## src/rtl/core_bus_arbiter_pkg.sv

```systemverilog
// Shared types for the core bus arbiter: grant states, memory request/response
// channel structs and fixed fetch access size.
package core_bus_arbiter_pkg;

    localparam int ARB_ADDR_W = 64;
    localparam logic [2:0] MSIZE4 = 3'd2;

    typedef enum logic [2:0] {
        IDLE   = 3'd0,
        BUSY_I = 3'd1,
        BUSY_D = 3'd2,
        RESP_I = 3'd3,
        RESP_D = 3'd4
    } arb_state_t;

    typedef struct packed {
        logic                  valid;
        logic                  is_write;
        logic [ARB_ADDR_W-1:0] addr;
        logic [2:0]            size;
        logic [7:0]            strobe;
        logic [63:0]           data;
    } mreq_t;

    typedef struct packed {
        logic        ready;
        logic [63:0] data;
    } mresp_t;

endpackage

```

## src/rtl/core_bus_arbiter_checker.sv

```systemverilog
// Protocol checks for the arbiter: requesters hold valid while served, and the
// memory/response handshakes stay mutually consistent.
module core_bus_arbiter_checker
    import core_bus_arbiter_pkg::*;
(
    input logic       clk,
    input logic       reset,
    input arb_state_t state,
    input logic       ireq_valid,
    input logic       dreq_valid,
    input logic       iresp_data_ok,
    input logic       dresp_data_ok,
    input logic       mreq_valid
);

    a_ireq_held: assert property (@(posedge clk) disable iff (reset)
        (state == BUSY_I) |-> ireq_valid);

    a_dreq_held: assert property (@(posedge clk) disable iff (reset)
        (state == BUSY_D) |-> dreq_valid);

    a_one_resp: assert property (@(posedge clk) disable iff (reset)
        !(iresp_data_ok && dresp_data_ok));

    a_mreq_busy: assert property (@(posedge clk) disable iff (reset)
        mreq_valid |-> ((state == BUSY_I) || (state == BUSY_D)));

endmodule

```

## src/rtl/core_bus_arbiter_streak_counter.sv

```systemverilog
// Counts consecutive dbus grants taken while ibus was waiting; saturates at MAX.
module arb_streak_counter #(
    parameter int MAX = 4
) (
    input  logic clk,
    input  logic reset,
    input  logic clr,
    input  logic inc,
    output logic sat
);

    localparam logic [3:0] MAX_C = 4'(MAX);

    logic [3:0] count_r;

    // Clear has priority; increments stop once the limit is reached
    always_ff @(posedge clk) begin
        if (reset) begin
            count_r <= 4'd0;
        end else if (clr) begin
            count_r <= 4'd0;
        end else if (inc && (count_r != MAX_C)) begin
            count_r <= count_r + 4'd1;
        end else begin
            count_r <= count_r;
        end
    end

    assign sat = (count_r == MAX_C);

endmodule

```

## src/rtl/core_bus_arbiter.sv

```systemverilog
// Merges core fetch and load/store requests onto one single-beat memory channel,
// with dbus priority bounded by an ibus anti-starvation streak limit.
module core_bus_arbiter
    import core_bus_arbiter_pkg::*;
#(
    parameter int D_STREAK_MAX = 4,
    parameter int ADDR_W       = 64
) (
    input  logic              clk,
    input  logic              reset,
    input  logic              ireq_valid,
    input  logic [ADDR_W-1:0] ireq_addr,
    output logic              iresp_addr_ok,
    output logic              iresp_data_ok,
    output logic [31:0]       iresp_data,
    input  logic              dreq_valid,
    input  logic [ADDR_W-1:0] dreq_addr,
    input  logic [2:0]        dreq_size,
    input  logic [7:0]        dreq_strobe,
    input  logic [63:0]       dreq_data,
    output logic              dresp_addr_ok,
    output logic              dresp_data_ok,
    output logic [63:0]       dresp_data,
    output logic              mreq_valid,
    output logic              mreq_is_write,
    output logic [ADDR_W-1:0] mreq_addr,
    output logic [2:0]        mreq_size,
    output logic [7:0]        mreq_strobe,
    output logic [63:0]       mreq_data,
    input  logic              mresp_ready,
    input  logic [63:0]       mresp_data
);

    arb_state_t            state_r, state_n;
    mreq_t                 mreq_r, mreq_n;
    mresp_t                mresp_s;
    logic                  i_ok_r, i_ok_n, d_ok_r, d_ok_n;
    logic [31:0]           idata_r, idata_n;
    logic [63:0]           ddata_r, ddata_n;
    logic                  grant_i_s, grant_d_s, streak_sat_s;
    logic [ARB_ADDR_W-1:0] iaddr_ext_s, daddr_ext_s;

    assign mresp_s = '{ready: mresp_ready, data: mresp_data};

    // Widen core addresses into the package-wide request address field (ADDR_W <= 64)
    always_comb begin
        iaddr_ext_s = '0;
        daddr_ext_s = '0;
        iaddr_ext_s[ADDR_W-1:0] = ireq_addr;
        daddr_ext_s[ADDR_W-1:0] = dreq_addr;
    end

    arb_streak_counter #(.MAX(D_STREAK_MAX)) u_streak (
        .clk   (clk),
        .reset (reset),
        .clr   (grant_i_s || (grant_d_s && !ireq_valid)),
        .inc   (grant_d_s && ireq_valid),
        .sat   (streak_sat_s)
    );

    // Grant selection, request capture and response generation; every output is registered
    always_comb begin
        state_n       = state_r;
        mreq_n        = mreq_r;
        mreq_n.valid  = 1'b0;
        i_ok_n        = 1'b0;
        d_ok_n        = 1'b0;
        idata_n       = idata_r;
        ddata_n       = ddata_r;
        grant_i_s     = 1'b0;
        grant_d_s     = 1'b0;
        case (state_r)
            IDLE: begin
                if (dreq_valid && ireq_valid) begin
                    if (streak_sat_s) begin
                        grant_i_s = 1'b1;
                    end else begin
                        grant_d_s = 1'b1;
                    end
                end else if (dreq_valid) begin
                    grant_d_s = 1'b1;
                end else if (ireq_valid) begin
                    grant_i_s = 1'b1;
                end else begin
                    state_n = IDLE;
                end
                if (grant_d_s) begin
                    state_n = BUSY_D;
                    mreq_n  = '{valid: 1'b1, is_write: (|dreq_strobe), addr: daddr_ext_s,
                                size: dreq_size, strobe: dreq_strobe, data: dreq_data};
                end else if (grant_i_s) begin
                    state_n = BUSY_I;
                    mreq_n  = '{valid: 1'b1, is_write: 1'b0, addr: iaddr_ext_s,
                                size: MSIZE4, strobe: 8'h00, data: 64'h0};
                end else begin
                    mreq_n.valid = 1'b0;
                end
            end
            BUSY_I: begin
                mreq_n.valid = 1'b1;
                if (mresp_s.ready) begin
                    state_n      = RESP_I;
                    mreq_n.valid = 1'b0;
                    i_ok_n       = 1'b1;
                    idata_n      = mreq_r.addr[2] ? mresp_s.data[63:32] : mresp_s.data[31:0];
                end else begin
                    state_n = BUSY_I;
                end
            end
            BUSY_D: begin
                mreq_n.valid = 1'b1;
                if (mresp_s.ready) begin
                    state_n      = RESP_D;
                    mreq_n.valid = 1'b0;
                    d_ok_n       = 1'b1;
                    ddata_n      = mresp_s.data;
                end else begin
                    state_n = BUSY_D;
                end
            end
            RESP_I:  state_n = IDLE;
            RESP_D:  state_n = IDLE;
            default: state_n = IDLE;
        endcase
    end

    // State and output registers; reset abandons any transaction in flight
    always_ff @(posedge clk) begin
        if (reset) begin
            state_r <= IDLE;
            mreq_r  <= '0;
            i_ok_r  <= 1'b0;
            d_ok_r  <= 1'b0;
            idata_r <= 32'h0;
            ddata_r <= 64'h0;
        end else begin
            state_r <= state_n;
            mreq_r  <= mreq_n;
            i_ok_r  <= i_ok_n;
            d_ok_r  <= d_ok_n;
            idata_r <= idata_n;
            ddata_r <= ddata_n;
        end
    end

    assign mreq_valid    = mreq_r.valid;
    assign mreq_is_write = mreq_r.is_write;
    assign mreq_addr     = mreq_r.addr[ADDR_W-1:0];
    assign mreq_size     = mreq_r.size;
    assign mreq_strobe   = mreq_r.strobe;
    assign mreq_data     = mreq_r.data;
    assign iresp_addr_ok = i_ok_r;
    assign iresp_data_ok = i_ok_r;
    assign iresp_data    = idata_r;
    assign dresp_addr_ok = d_ok_r;
    assign dresp_data_ok = d_ok_r;
    assign dresp_data    = ddata_r;

    core_bus_arbiter_checker u_checker (
        .clk           (clk),
        .reset         (reset),
        .state         (state_r),
        .ireq_valid    (ireq_valid),
        .dreq_valid    (dreq_valid),
        .iresp_data_ok (i_ok_r),
        .dresp_data_ok (d_ok_r),
        .mreq_valid    (mreq_r.valid)
    );

endmodule

```

## config.mk

```make
export PLATFORM = sky130hd
export DESIGN_NAME = core_bus_arbiter
export DESIGN_NICKNAME = d
export VERILOG_FILES = /design/src/rtl/core_bus_arbiter_pkg.sv /design/src/rtl/core_bus_arbiter_checker.sv /design/src/rtl/core_bus_arbiter_streak_counter.sv /design/src/rtl/core_bus_arbiter.sv
export SDC_FILE = /design/constraint.sdc
export NUM_CORES = 1
export LEC_CHECK = 0
export ABC_AREA = 1
export CORE_AREA = 2 2 199 201
export DETAILED_ROUTE_END_ITERATION = 16
export DIE_AREA = 0 0 201 203
export PLACE_DENSITY_LB_ADDON = 0.15
export SLEW_MARGIN = 20
export SYNTH_ARGS = -nofsm -noshare
export SYNTH_HDL_FRONTEND = slang
export SYNTH_SLANG_ARGS = --single-unit
```

## constraint.sdc

```tcl
create_clock -name clk -period 1.5 [get_ports clk]
set_clock_uncertainty 0.1 [all_clocks]
set_input_delay 0.225 -clock clk [delete_from_list [all_inputs] [get_ports clk]]
set_output_delay 0.225 -clock clk [all_outputs]
set_load 0.01 [all_outputs]
```

-- Yosys cells after proc, flatten, opt, wreduce, memory -nomap -nowiden
Index checks and enable logic that the tools add are counted.
W data, S select, Z words.
- register bits after elaboration: 246
- input bits: 272
- logic and storage cells: 65
- add/sub/neg operators: 1
- equality and inequality tests: 7
- multiplexer cells: 26
- bitwise logic cells: 2
- reduce and logical (&&, ||, !) cells: 17
- operator list (operator ; number):
    $mux W141 ; 1
    $mux W140 ; 1
    $mux W32 ; 1
    $mux W3 ; 6
    $mux W1 ; 14
    $ne A4 B4 Y1 const B ; 3
    $pmux W3 S3 ; 1
    $reduce_or A2 Y1 ; 4
    $reduce_or A8 Y1 ; 1
    $reduce_and A2 Y1 ; 3
    $add A4 B1 Y4 const B ; 1
    $eq A4 B3 Y1 const B ; 1
    $logic_and A1 B1 Y1 ; 4
    $ne A4 B3 Y1 const B ; 1
    $eq A3 B1 Y1 const B ; 1
    $eq A3 B2 Y1 const B ; 1
    $logic_not A3 Y1 ; 1
    $reduce_and A3 Y1 ; 1
    $mux W2 ; 1
    $not A1 Y1 ; 2
    $pmux W1 S2 ; 1
    $reduce_bool A2 Y1 ; 1
    $logic_not A1 Y1 ; 1
    $logic_or A1 B1 Y1 ; 1

-- Logic depth before layout (Yosys ltp)
Gate-level depths: netlist of the first run.
- depth after elaboration: 8
- gate-level depth with buffers: 10

-- Modules after synthesis
A second synthesis of the first run with hierarchy kept.
- cell total of the unflattened synthesis: 1505
- area, all modules: 10214.8 µm²
- by module, submodules not included (module ; times used ; cells an instance ; area an instance (µm²) ; seq. area each (µm²)):
    core_bus_arbiter ; 1 ; 1469 ; 9972.1 ; 4844.6
    arb_streak_counter ; 1 ; 36 ; 242.7 ; 80.1

-- Least setup slack after synthesis of the first run
OpenSTA, ideal clock, no wires.
- path kind: register -> register
- start: register u_streak.count_r[0]
- end: register mreq_r, in the netlist mreq_addr[0]
- library setup time: 0.056 ns
- arrival: 1.417 ns
- data required time: 1.344 ns
- setup slack: -0.072 ns
- cell stages (with the launch flop): 11
- path buffers: 1
- period minus slack after synthesis: 1.572 ns
- cell sequence: dfxtp_1 > inv_1 > ha_1 > nand2_1 > nor2_1 > nand2_1 > clkbuf_1 > nand3_1 > nand3_1 > nand2_1 > inv_1
- word-level cells in the longest chain between the ends: 6
- elaborated cells on any way between the ends: 10
- classes of those cells: eq/ne (1); mux (7); reduce/logical (2)
- ends and longest elaborated chain (element ; line ; RTL):
    from (decl) ; core_bus_arbiter_streak_counter.sv:14 ; logic [3:0] count_r;
    from (signal assigned) ; core_bus_arbiter_streak_counter.sv:23 ; count_r <= count_r + 4'd1;
    from (signal assigned) ; core_bus_arbiter_streak_counter.sv:25 ; count_r <= count_r;
    $eq A4 B3 Y1 (*) ; core_bus_arbiter_streak_counter.sv:29 ; assign sat = (count_r == MAX_C);
    $mux W1 ; core_bus_arbiter.sv:75 ; if (streak_sat_s) begin
    $mux W1 ; core_bus_arbiter.sv:74 ; if (dreq_valid && ireq_valid) begin
    $mux W1 ; core_bus_arbiter.sv:72 ; case (state_r)
    $reduce_bool A2 Y1 (no source line) ; -- ;
    $reduce_and A2 Y1 (no source line) ; -- ;
    to (signal assigned) ; core_bus_arbiter.sv:138 ; mreq_r <= mreq_n;
    to (decl) ; core_bus_arbiter.sv:35 ; mreq_t mreq_r, mreq_n;
Every way passes the cells marked *; elsewhere a longest branch is shown, timed or not. The select of a mux whose other input is x is not followed.
A chain may end at the register's enable or synchronous reset.

-- Final worst setup path of the first run
- start: register u_streak.count_r[0]
- end: register mreq_r, in the netlist mreq_addr[22]
The elaborated chain is that of the path after synthesis.

==> results.toml, run 1 <==
[sta]
setup_viol = 153
holdWs_ns = 0.110
setup_ws_ns = -0.160
hold_viol_final = 0
fmax_ghz = 0.602
rsz0062_at_grt = "yes"
worstMarginPinSlew_ns = 0.577
fin_crit_sh_pct = 111
slew_viol_final = 0
slew_headroom_pct = 61.6
min_period_ns = 1.66

[die]
core_um2 = 38500
die_y_um = 203
ios = 513
rows = 72
die_w_um = 201
start_util_pct = 27.4
dieArea_um2 = 40800

[setup_path]
rrSetupSlack_ns = -0.16
crit_type = "register to register"
r2r_cells = 11
cp.arrival_ns = 2.02
crit_fanout = 7
r2r_end = "mreq_addr[22]$_SDFFE_PP0P_"
cp.required_ns = 1.86
cp_slowest_cell = "dfxtp_2"
path_cells = "inv_2 > ha_4 > nand2_4 > nor2_4 > nand2_8 > buf_6 > buf_12 > nand3_1 > nand3_2 > nand2_2 > inv_1"
worst-path-buf-inv = 4
end_kind = "register"
critPathLaunchType = "register"
r2r_start = "u_streak.count_r[0]$_SDFFE_PP0P_"
cp_top_family = "simple AND/OR/NAND/NOR gates"
slowest_delay_ns = 0.33

[place]
dp.cells = 2402
routabilityCongestion = 0.834
port-buffer-count = 512
dp_hpwl_um = 30000
preCtsSetupSlack_ns = -0.358
postPlaceCellArea_um2 = 16500

[logic_synthesis]
synth_common_cells = "246 x dfxtp_1, 229 x nand2_1, 228 x nand3_1"
synth_ff_type = "dfxtp_1"
synth_top_family_by_area = "compound AO/OA/AOI/OAI gates"
synth-xor-area-share_pct = 0.0832
ys_warn_count = 0
synthMuxAreaShare_pct = 0.0950
synth-edff-count = 0
synth_area_per_cell_um2 = 7.32
async_reset_ff_share_pct = 0
synthSimpleGateAreaFrac_pct = 19.6
ys_seq_elements = 246
synth_largest_type_area_fraction_pct = 46.8
syn_area_um2 = 10500
yosysMostFrequentCell = "dfxtp_1"
netlist_instances = 1439
ys_seq_area_share_pct = 46.8
synth-adder-area-share_pct = 0.238
syn_nets = 1713
synth_cell_types = 19
synth_compound_area_share_pct = 21.3
synth_area_leaders = "dfxtp_1 47%, nand3_1 11%, a21oi_1 8.5%, o21ai_0 8.3%, nand2_1 8.2%"
yosysTopAreaCell = "dfxtp_1"

[cts]
tritoncts = "done"
cts_buffers = 30
clk_pin_slew_ns = 0.06
clock-root-buffer = "clkbuf_16"
cts_num_sinks = 246
clk_path_buf_depth = 3
clk_latency_ns = 0.57
htree_levels = 1

[pwr]
power_switching_share_pct = 29.5
p_switching_mw = 6.27
p_seq_share_pct = 36.1
ir_drop_mv = 0.949
leakagePower_nw = 8.30
clock_power_share_pct = 33.3
p_per_area_nw_per_um2 = 1080
power_frac_comb_pct = 30.5
intPower_mw = 15.0

[finish]
multi_input_area_um2 = 4990
layout.cells.non_filler = 2532
fillers = 3688
ff_latch_area_um2 = 4950
layout-drive-gt1-share_pct = 22.7
fin_nets = 2266
final_util_pct = 51.1
area_growth_syn_to_layout_pct = 86.5
stdcell_area_um2 = 19600

[drt]
drtPass1Iterations = 5
routed_wirelength_um = 48300
ant_nets = 0
wl_per_cell_um = 19.1
via_per_inst = 4.75
vias = 12000
drc = 0
detail_route.iter0.violations = 483

[global_routing]
antenna_found_initial = 2
grt_pass1_vias = 11900
grt_pass1_wl_um = 69000
grtUsageTotal_pct = 21.4
gr-usage-met3_pct = 6.76
grt_use_met1_pct = 24.9
busiest_layer = "met2"
grtUsageMet2_pct = 37.4
overflow = 0
grt_max_degree = 68

[worst_hold_path]
min_from = "dreq_size[2]"
holdPathEnd = "mreq_size[2]$_SDFFE_PP0P_"
hold_depth = 3
holdCritPathClass = "primary input to register"

[status]
failed_checks = "setup timing"
status = "finished, violations left"

[run]
drv_cap = 0
==> flip-flops by register name, summed over array words and instances (netlist names), 3 cells and up <==
signal,cells
mreq_data,64
iresp_data,32
dresp_data,64
u_streak.count_r,4
mreq_addr,64
state_r,3
mreq_size,3
mreq_strobe,8
==> cell type report <==
| type | instances | area share (%) |
|---|---|---|
| diodes | 2 | 0.0255 |
| clock buffers | 48 | 4.58 |
| clock inverters | 4 | 0.242 |
| inverters | 175 | 3.39 |
| multi-input cells | 893 | 25.4 |
| flip-flops and latches | 246 | 25.2 |
| well taps | 518 | 3.30 |
| repair buffers | 646 | 37.9 |
==> power groups by stage <==
| stage | Sequential [mW] | Combinational [mW] | Clock (mW) |
|---|---|---|---|
| 2_1_floorplan | 8.09 | 1.92 | 0 |
| 3_3_place_gp | 7.77 | 5.31 | 0 |
| 3_5_place_dp | 7.78 | 5.33 | 0 |
| 4_1_cts | 7.67 | 5.94 | 7.30 |
| 5_1_grt | 7.76 | 6.97 | 7.54 |
| 6_report | 7.67 | 6.49 | 7.08 |
==> cells in the final DEF (no fill, tap or decap), types with 3 or more instances in the layout <==
cell type	n
clkdlybuf4s50_1	269
dfxtp_1	230
nand2_1	218
inv_1	168
a21oi_1	168
nand3_1	158
o21ai_0	136
clkdlybuf4s15_2	109
clkdlybuf4s15_1	97
nand3_2	65
o21a_1	64
clkbuf_16	49
buf_12	39
buf_2	33
buf_4	33
buf_16	21
o21ai_2	19
o21ai_1	18
buf_6	17
dfxtp_2	15
clkbuf_1	11
nor2_1	10
a21oi_2	9
clkbuf_8	6
inv_2	5
nand2_2	5
nand3_4	5
nor2_4	4
buf_8	4
nand2_4	3
nand2_8	3
dlygate4sd2_1	3
==> cells by family (layout without fill, tap and decap cells) <==
logic type,Yosys count,after routing
AND/OR/NAND/NOR,473,473
flip-flops,246,246
multiplexers,1,1
XOR/XNOR,1,1
other,0,2
buffers and inverters,300,873
adder cells (fa/ha/maj),2,2
AO/OA/AOI/OAI,416,416
==> per-layer routing <==
metal  vias to the layer above  routed length, µm
met1                      5654              19500
met5                         -                  0
li1                       5853                  -
met4                         0               1270
met3                        73               4000
met2                       453              23600
==> how the worst max path moves through the flow <==
| stage | start | endpoint | cells after the start |
|---|---|---|---|
| floorplan | u_streak.count_r[0]$_SDFFE_PP0P_ | mreq_addr[53]$_SDFFE_PP0P_ | 10 |
| global placement | mresp_ready | dresp_data[0]$_SDFFE_PP0P_ | 6 |
| detailed placement | ireq_valid | mreq_strobe[5]$_SDFFE_PP0P_ | 7 |
| CTS | u_streak.count_r[0]$_SDFFE_PP0P_ | mreq_addr[54]$_SDFFE_PP0P_ | 10 |
| global route | u_streak.count_r[0]$_SDFFE_PP0P_ | mreq_addr[22]$_SDFFE_PP0P_ | 11 |
| finish | u_streak.count_r[0]$_SDFFE_PP0P_ | mreq_addr[22]$_SDFFE_PP0P_ | 11 |
==> what timing repair did <==
| action | in CTS | in global routing |
|---|---|---|
| buffers inserted | 25 | 16 |
| setup endpoints to repair | 386 | 375 |
| resized for setup | 760 | 141 |
| pin swaps | 25 | 38 |
| endpoints found under the hold margin | 11 | 0 |
| cloned | 24 | 22 |
| hold buffers | 1 | 0 |
==> stage by stage <==
stage | setup TNS, ns | total power, mW
finish | -8.80 | 21.2
global route | -26.06 | 22.3
CTS | -10.91 | 20.9
detailed placement | -59.91 | 13.1
global placement | -52.36 | 13.1
floorplan | 0 | 10.0
==> worst min-delay path, stage by stage <==
cell and delay [ns]:
clkdlybuf4s50_1 0.39, nand2_1 0.06, a21oi_1 0.05
(Power assumes the default switching activity.)
==> inputs of run 2 (changes only) <==
--- a/config.mk
+++ b/config.mk
@@ -7,6 +7,7 @@
 export LEC_CHECK = 0
 export ABC_AREA = 1
 export CORE_AREA = 2 2 199 201
+export CTS_BUF_LIST = sky130_fd_sc_hd__clkbuf_16
 export DETAILED_ROUTE_END_ITERATION = 16
 export DIE_AREA = 0 0 201 203
 export PLACE_DENSITY_LB_ADDON = 0.15
==> run 2 against run 1 <==
Maximum frequency fell by 0.21%. Setup slack worse by 0.0035 ns. Clock power shrank 5.2%. Critical path depth is the same. The flow still finishes with violations (setup timing). Power increased by 1.8%. Worst hold slack improved by 0.0054 ns. Non-clock buffer count increased by 18. Via count increased by 2.0%. Critical path type unchanged. Wire length is 3.7% higher. Sequential share of layout area fell by 0.48 points. Global-route usage grew 0.16 points.
==> results.toml, run 2 (synthesis results as in run 1) <==
[status]
status = "finished, violations left"
failed_checks = "setup timing"

[worst_hold_path]
min_from = "dreq_data[32]"
holdCritPathClass = "primary input to register"
hold_depth = 3
holdPathEnd = "mreq_data[32]$_SDFFE_PP0P_"

[drt]
wl_per_cell_um = 19.6
routed_wirelength_um = 50100
drc = 0
vias = 12300
detail_route.iter0.violations = 440
drtPass1Iterations = 4
ant_nets = 0
via_per_inst = 4.81

[setup_path]
r2r_cells = 11
crit_fanout = 7
critPathLaunchType = "register"
r2r_end = "mreq_addr[41]$_SDFFE_PP0P_"
end_kind = "register"
r2r_start = "u_streak.count_r[0]$_SDFFE_PP0P_"
startpoint = "u_streak.count_r[0]$_SDFFE_PP0P_"
crit_type = "register to register"
cp.required_ns = 1.87
cp.arrival_ns = 2.03
rrSetupSlack_ns = -0.16

[die]
die_y_um = 203
core_um2 = 38500
ios = 513
die_w_um = 201
start_util_pct = 27.4
dieArea_um2 = 40800
rows = 72

[cts]
cts_num_sinks = 246
clk_latency_ns = 0.57
htree_levels = 1
clk_pin_slew_ns = 0.06
clock-root-buffer = "clkbuf_16"
cts_buffers = 30
tritoncts = "done"
clk_path_buf_depth = 3

[sta]
worstMarginPinSlew_ns = 0.666
min_period_ns = 1.66
setup_ws_ns = -0.164
slew_viol_final = 0
fin_crit_sh_pct = 111
hold_viol_final = 0
setup_viol = 144
rsz0062_at_grt = "yes"
fmax_ghz = 0.601
fin_setup_tns_ns = -9.30
slew_headroom_pct = 55.6

[finish]
layout_commonest_cell = "clkdlybuf4s50_1"
area_growth_syn_to_layout_pct = 90.8
final_cell_mix = "269 x clkdlybuf4s50_1, 218 x dfxtp_1, 190 x nand2_1"
layout.cells.non_filler = 2552
layout-drive-gt1-share_pct = 35.9
final_util_pct = 52.2
fin_nets = 2284

[place]
port-buffer-count = 512
dp.cells = 2402
dp_hpwl_um = 30000
preCtsSetupSlack_ns = -0.358
routabilityCongestion = 0.834

[run]
drv_cap = 0

[global_routing]
grt_pass1_wl_um = 69400
antenna_found_initial = 4
overflow = 0
grtUsageTotal_pct = 21.5
grt_pass1_vias = 12000
grt_max_degree = 68

[pwr]
p_per_area_nw_per_um2 = 1080
ir_drop_mv = 0.930
power.total_mw = 21.6
leakagePower_nw = 8.77
run 2: cell types whose count changed in the layout (fill, tap and decap cells not counted), sizes merged:
cell           delta
clkdlybuf4s15   -148
buf              +86
clkbuf           +66
inv              +11
clkinv            +6
dlygate4sd2       -3
diode             +2
run 2: how the worst max path moves through the flow:
stage	endpoint	slack (ns)
floorplan	mreq_addr[53]$_SDFFE_PP0P_	0.01
global placement	dresp_data[0]$_SDFFE_PP0P_	-0.32
detailed placement	mreq_strobe[5]$_SDFFE_PP0P_	-0.36
CTS	mreq_addr[51]$_SDFFE_PP0P_	-0.16
global route	mreq_addr[30]$_SDFFE_PP0P_	-0.23
finish	mreq_addr[41]$_SDFFE_PP0P_	-0.16
run 2: area by class of cell:
cell class	count	area [µm²]
diodes	4	10.0
clock inverters	21	111
inverters	175	667
multi-input cells	893	5820
repair buffers	664	7090
clock buffers	31	776
fillers	3659	18400
flip-flops and latches	246	4960
well taps	518	648
run 2: per-stage QoR:
stage	hold slack [ns]	cell area [µm²]
global placement	0.330	16500
global route	0.102	20100
detailed placement	0.334	16500
finish	0.116	20100
CTS	0.0771	18800
floorplan	0.271	10500
run 2: where the power goes:
group          switching, mW  internal (mW)  total, mW
registers              0.440           7.29       7.73
logic                   3.43           3.75       7.18
clock network           2.88           3.84       6.71
run 2: what timing repair did:
item                       CTS  global route
setup endpoints to repair  386           375
setup buffers               24            16
hold endpoints to repair    11             0
pin swaps                   38            74
gates resized for setup    755           589
hold buffers                 1             0
cloned                      29            30
run 2: routing by layer:
| metal | routed length (µm) | part of all wire, % | GRT usage (%) |
|---|---|---|---|
| met4 | 1580 | 3.2 | 7.09 |
| met1 | 20200 | 40 | 25.3 |
| met5 | 0 | 0 | 0 |
| met3 | 4020 | 8.0 | 6.81 |
| met2 | 24400 | 49 | 37.1 |
run 2: critical path, stage by stage (launching register included):
cell and delay [ns]:
dfxtp_2 0.33, inv_2 0.07, ha_4 0.17, nand2_4 0.06, nor2_4 0.15, nand2_8 0.15
buf_12 0.16, buf_16 0.13, nand3_1 0.06, nand3_1 0.08, nand2_1 0.06, inv_1 0.04
==> variant 1 (flow settings as in run 2) <==
`ddata_r` no longer has a reset.
--- a/src/rtl/core_bus_arbiter.sv
+++ b/src/rtl/core_bus_arbiter.sv
@@ -132,15 +132,17 @@
             i_ok_r  <= 1'b0;
             d_ok_r  <= 1'b0;
             idata_r <= 32'h0;
-            ddata_r <= 64'h0;
         end else begin
             state_r <= state_n;
             mreq_r  <= mreq_n;
             i_ok_r  <= i_ok_n;
             d_ok_r  <= d_ok_n;
             idata_r <= idata_n;
-            ddata_r <= ddata_n;
         end
+    end
+
+    always_ff @(posedge clk) begin
+        ddata_r <= ddata_n;
     end
 
     assign mreq_valid    = mreq_r.valid;
Formal check against the unedited RTL: differs if reset is asserted again (counterexample within 4 cycles, from zero or initial values and one cycle with reset high); with reset held inactive, the same outputs for 4 cycles.
==> variant 1 against run 2 <==
The flow still finishes with violations (negative setup slack). First-iteration DRC count is 3.0% lower. Worst setup slack improved by 0.074 ns. Wire length decreased by 11%. Synthesized area down 3.2%. Sequential share of layout area rose by 6.4 points. Highest routed layer is now met5. Total power shrank 5.4%. Sequential cell count is the same. Cell area decreased by 10%.
==> variant 1: results (changes against run 2) <==
- Post-Place Setup Slack: -0.350 ns (was -0.358 ns)
- Sequential area share after synthesis: 0.546 (was 0.468)
- Initial antenna violation count: 1 (was 4)
- Slew @ Worst Pin: 0.477 ns (was 0.666 ns)
- Register area: 0.00559 sq mm (was 0.00496 sq mm)
- Status: finished, violations left (unchanged)
- Fillers: 3780 (was 3659)
- Nets@finish: 2057 (was 2284)
- Gate count after technology mapping: 1226 (was 1439)
- Synthesized Nets: 1500 (was 1713)
- # setup viols final: 197 (was 144)
- RD Place Congestion: 0.803 (was 0.834)
- Number of synthesized flops with an enable pin: 64 (was 0)
- Worst Setup Slack, final: -0.0894 ns (was -0.164 ns)
- Post-DP Area: 0.0163 sq mm (was 0.0165 sq mm)
- # diodes: 0 (was 4)
- Failing checks: negative setup slack (unchanged)
- Hpwl dp: 28.6 mm (was 30.0 mm)
- Iter 0 DRT Violations: 427 (was 440)
- CP Max Fanout: 9 (was 7)
- Vias in the first global route: 10496 (was 11953)
- Hold path cells: 5 (was 3)
- P_sw: 5.98 mW (was 6.74 mW)
- Reg2reg path depth: 8 (was 11)
- Max incr delay on CP: 0.36 ns (was 0.33 ns)
- Delay-heaviest family, CP: buffers and inverters (was simple AND/OR/NAND/NOR gates)
- Max IR drop VDD: 870 uV (was 930 uV)
-- variant 1: cell types whose count changed in the layout (fill, tap and decap cells not counted), moves of 50 or more --
cell,run 2,this run
o21ai_2,69,1
buf_2,106,191
clkbuf_2,79,24
edfxtp_1,0,64
nand3_1,139,189
inv_1,178,108
dfxtp_1,218,163
-- variant 1: how the worst max path moves through the flow --
| stage | start | end | slack (ns) | cells after the start |
|---|---|---|---|---|
| after global placement | ireq_valid | mreq_addr[29]$_SDFFE_PP0P_ | -0.28 | 8 |
| after global routing | u_streak.count_r[0]$_SDFFE_PP0P_ | mreq_strobe[6]$_SDFFE_PP0P_ | -0.15 | 8 |
| after floorplan | state_r[1]$_SDFFE_PP0P_ | dresp_data[0]$_DFFE_PP_ | -0.52 | 4 |
| after detailed placement | ireq_valid | mreq_strobe[6]$_SDFFE_PP0P_ | -0.35 | 7 |
| after CTS | state_r[1]$_SDFFE_PP0P_ | mreq_addr[32]$_SDFFE_PP0P_ | -0.07 | 10 |
| final | state_r[2]$_SDFFE_PP0P_ | mreq_data[52]$_SDFFE_PP0P_ | -0.09 | 8 |
-- variant 1: layout make-up --
| cell class | count | share of cell area |
|---|---|---|
| multi-input combinational | 766 | 0.232 |
| inverter | 110 | 0.0235 |
| timing repair buffer | 630 | 0.346 |
| clock buffer | 29 | 0.0403 |
| sequential | 246 | 0.311 |
| clock inverter | 25 | 0.0118 |
| tap | 518 | 0.0360 |
-- variant 1: cell families after synthesis --
family | after synthesis | synth area share
AOI/OAI and AO/OA | 288 | 0.157
xor gates and xnor gates | 1 | 0.000859
adders and majority gates | 2 | 0.00245
buffers and inverters | 214 | 0.0900
DFF | 246 | 0.546
and+or+nand+nor | 475 | 0.204
-- variant 1: worst register-to-register path, cell delays in order, from the launching register on --
cell and delay, ns:
dfxtp_4 0.36, nor2_4 0.13, nand2_4 0.08, nor2_4 0.12, buf_12 0.14, buf_16 0.17, buf_8 0.16, clkbuf_16 0.15
a21oi_1 0.06
-- variant 1: layer usage --
layer,vias up,global-route usage,share of wire
met1,5061,0.236,0.39
li1,5252,-,-
met5,-,0,0.00029
met3,65,0.0575,0.078
met4,2,0.0558,0.029
met2,403,0.336,0.50
-- variant 1: power groups by stage --
stage	registers, mW	logic [mW]	clock network (mW)
detailed placement	7.95	4.91	0
CTS	7.82	5.23	7.23
floorplan	8.24	1.71	0
global route	7.91	6.06	7.48
finish	7.82	5.63	7.01
global placement	7.94	4.89	0
-- variant 1: what timing repair did --
| item | in CTS | in global routing |
|---|---|---|
| hold buffers | 1 | 0 |
| endpoints found under the setup margin | 461 | 346 |
| gates resized for setup | 895 | 197 |
| pin swaps | 11 | 16 |
| gates cloned | 14 | 29 |
| setup buffers | 14 | 7 |
| endpoints found under the hold margin | 1 | 0 |
==> variant 2 (settings of run 2) <==
Without the edit above. Reset style: asynchronous (`reset`), changed in 2 clocked blocks.
--- a/src/rtl/core_bus_arbiter_streak_counter.sv
+++ b/src/rtl/core_bus_arbiter_streak_counter.sv
@@ -14,7 +14,7 @@
     logic [3:0] count_r;
 
     // Clear has priority; increments stop once the limit is reached
-    always_ff @(posedge clk) begin
+    always_ff @(posedge clk or posedge reset) begin
         if (reset) begin
             count_r <= 4'd0;
         end else if (clr) begin
--- a/src/rtl/core_bus_arbiter.sv
+++ b/src/rtl/core_bus_arbiter.sv
@@ -125,7 +125,7 @@
     end
 
     // State and output registers; reset abandons any transaction in flight
-    always_ff @(posedge clk) begin
+    always_ff @(posedge clk or posedge reset) begin
         if (reset) begin
             state_r <= IDLE;
             mreq_r  <= '0;
Formal check against the unedited RTL: differs if reset is asserted again (counterexample within 4 cycles, from zero or initial values and one cycle with reset high); with reset held inactive, the same outputs for 4 cycles.
==> variant 2 against run 2 <==
The flow still finishes with violations (negative setup slack). Synthesized cell count down 0.56%. Sequential cell count unchanged. Synthesized area up 6.8%. Critical path depth down 1. Wire length down 9.2%. Worst setup slack better by 0.079 ns. Non-clock buffer count down 33. Cell area down 7.8%. Largest cell class is now flip-flops and latches. Sequential share of layout area up 8.5 points. Core utilization down 4.1 points. First-iteration DRC count up 6.6%.
Power is not compared: it rests on default switching activity, and its combinational part moved more than twofold at a synthesized area within 25%.
==> variant 2: results (changes against run 2) <==
- Status: finished, violations left (unchanged)
- Failing checks: negative setup slack (unchanged)
- Gr usage total: 0.213 (was 0.215)
- Largest net degree at the start of global routing: 58 (was 68)
- Slew @ Worst Pin: 0.753 ns (was 0.666 ns)
- Worst-Skew Late Latency: 0.55 ns (was 0.57 ns)
- Initial antenna violation count: 2 (was 4)
- Fillers: 3805 (was 3659)
- Post-DP Area: 0.0175 sq mm (was 0.0165 sq mm)
- Register area: 0.00616 sq mm (was 0.00496 sq mm)
- Hpwl dp: 31.5 mm (was 30.0 mm)
- Min-delay src: dreq_data[35] (was dreq_data[32])
- Placed Cells: 2440 (was 2402)
- TritonCTS buffer count: 29 (was 30)
- Synthesized Nets: 1705 (was 1713)
- Post-Place Setup Slack: -0.394 ns (was -0.358 ns)
- Top cells by area, synth: dfrtp_1 (55%), nand2_1 (18%), nand3_1 (12%), inv_1 (5.7%), o21ai_0 (3.1%) (was dfxtp_1 (47%), nand3_1 (11%), a21oi_1 (8.5%), o21ai_0 (8.3%), nand2_1 (8.2%))
- List of most frequent post-synthesis cells: nand2_1 (551), nand3_1 (273), dfrtp_1 (246) (was dfxtp_1 (246), nand2_1 (229), nand3_1 (228))
- # setup viols final: 220 (was 144)
- Share of cells above drive strength 1: 0.255 (was 0.359)
- Reg2reg path depth: 10 (was 11)
- Global-route wire length before repair: 68.7 mm (was 69.4 mm)
- Mapped Avg Cell Area: 7.86 sq um (was 7.32 sq um)
- Slowest cell on crit path: dfrtp_1 (was dfxtp_2)
- Worst Setup Slack, final: -0.0845 ns (was -0.164 ns)
- Layout Cells excl Fill: 2539 (was 2552)
- Sequential area share after synthesis: 0.547 (was 0.468)
- Vias in the first global route: 11666 (was 11953)
- Ys async rst share: 1.00 (was 0)
- Fin crit share: 1.06 (was 1.11)
- Iter 0 DRT Violations: 469 (was 440)
-- variant 2: changes by cell type after synthesis, moves of 7 or more --
cell,change
buf_1,-9
buf_2,-7
o21a_1,-64
dfrtp_1,+246
nor2_1,-8
nand3_1,+45
a21oi_1,-178
dfxtp_1,-246
nand2_1,+322
o21ai_0,-104
clkbuf_1,-16
-- variant 2: cell type report --
| cell class | count | area share |
|---|---|---|
| Clock buffer | 29 | 0.0392 |
| Antenna cell | 1 | 0.000135 |
| Multi-Input combinational cell | 913 | 0.246 |
| Clock inverter | 24 | 0.00750 |
| Tap cell | 518 | 0.0350 |
| Sequential cell | 246 | 0.332 |
| Inverter | 177 | 0.0365 |
| Timing Repair Buffer | 631 | 0.303 |
-- variant 2: power breakdown --
group	total, mW	internal (mW)	switching, mW
Sequential	11.5	9.75	1.70
Clock	6.57	3.67	2.90
Combinational	15.5	6.71	8.79
-- variant 2: final timing paths --
path	slack [ns]	end
worst max-delay path	-0.08	mreq_addr[19]$_DFFE_PP0P_
worst min-delay path	0.12	mreq_data[35]$_DFFE_PP0P_
worst max register to register	-0.08	mreq_addr[19]$_DFFE_PP0P_
worst min register to register	0.37	iresp_data[4]$_DFFE_PP0P_
max in group asynchronous	0.29	mreq_addr[5]$_DFFE_PP0P_
min in group asynchronous	0.55	mreq_data[29]$_DFFE_PP0P_
-- variant 2: cell families (layout without fill, tap and decap cells) --
| family | after synthesis | count (layout) | share of synthesized area |
|---|---|---|---|
| XOR/XNOR | 1 | 1 | 0.000779 |
| adder cells (fa/ha/maj) | 2 | 2 | 0.00222 |
| AO/OA/AOI/OAI | 71 | 71 | 0.0326 |
| AND/OR/NAND/NOR | 839 | 839 | 0.314 |
| buffers and inverters | 272 | 861 | 0.104 |
| other | 0 | 1 | 0 |
| flip-flops | 246 | 246 | 0.547 |
-- variant 2: worst register-to-register path: stages (launching register included) --
cell and delay [ns]:
dfrtp_1 0.38, inv_2 0.09, ha_4 0.17, nand2_4 0.05, nor2_4 0.12, nand2_4 0.09
buf_12 0.16, buf_16 0.15, nand3_1 0.07, nand3_1 0.09, nand2_1 0.06
-- variant 2: what timing repair did --
item	4_1_cts	5_1_grt
pin swaps	14	66
gates resized for setup	1014	110
endpoints found under the hold margin	13	0
setup endpoints to repair	427	243
gates cloned	8	9
hold buffers	1	0
buffers inserted	26	3
-- variant 2: metal layers --
| layer | global-route usage | vias up | part of all wire | wire length [um] |
|---|---|---|---|---|
| met5 | 0 | - | 0.00026 | 12 |
| met4 | 0.0683 | 2 | 0.027 | 1250 |
| met3 | 0.0536 | 70 | 0.077 | 3510 |
| met2 | 0.361 | 449 | 0.49 | 22500 |
| met1 | 0.266 | 5488 | 0.40 | 18300 |
| li1 | - | 5587 | - | - |
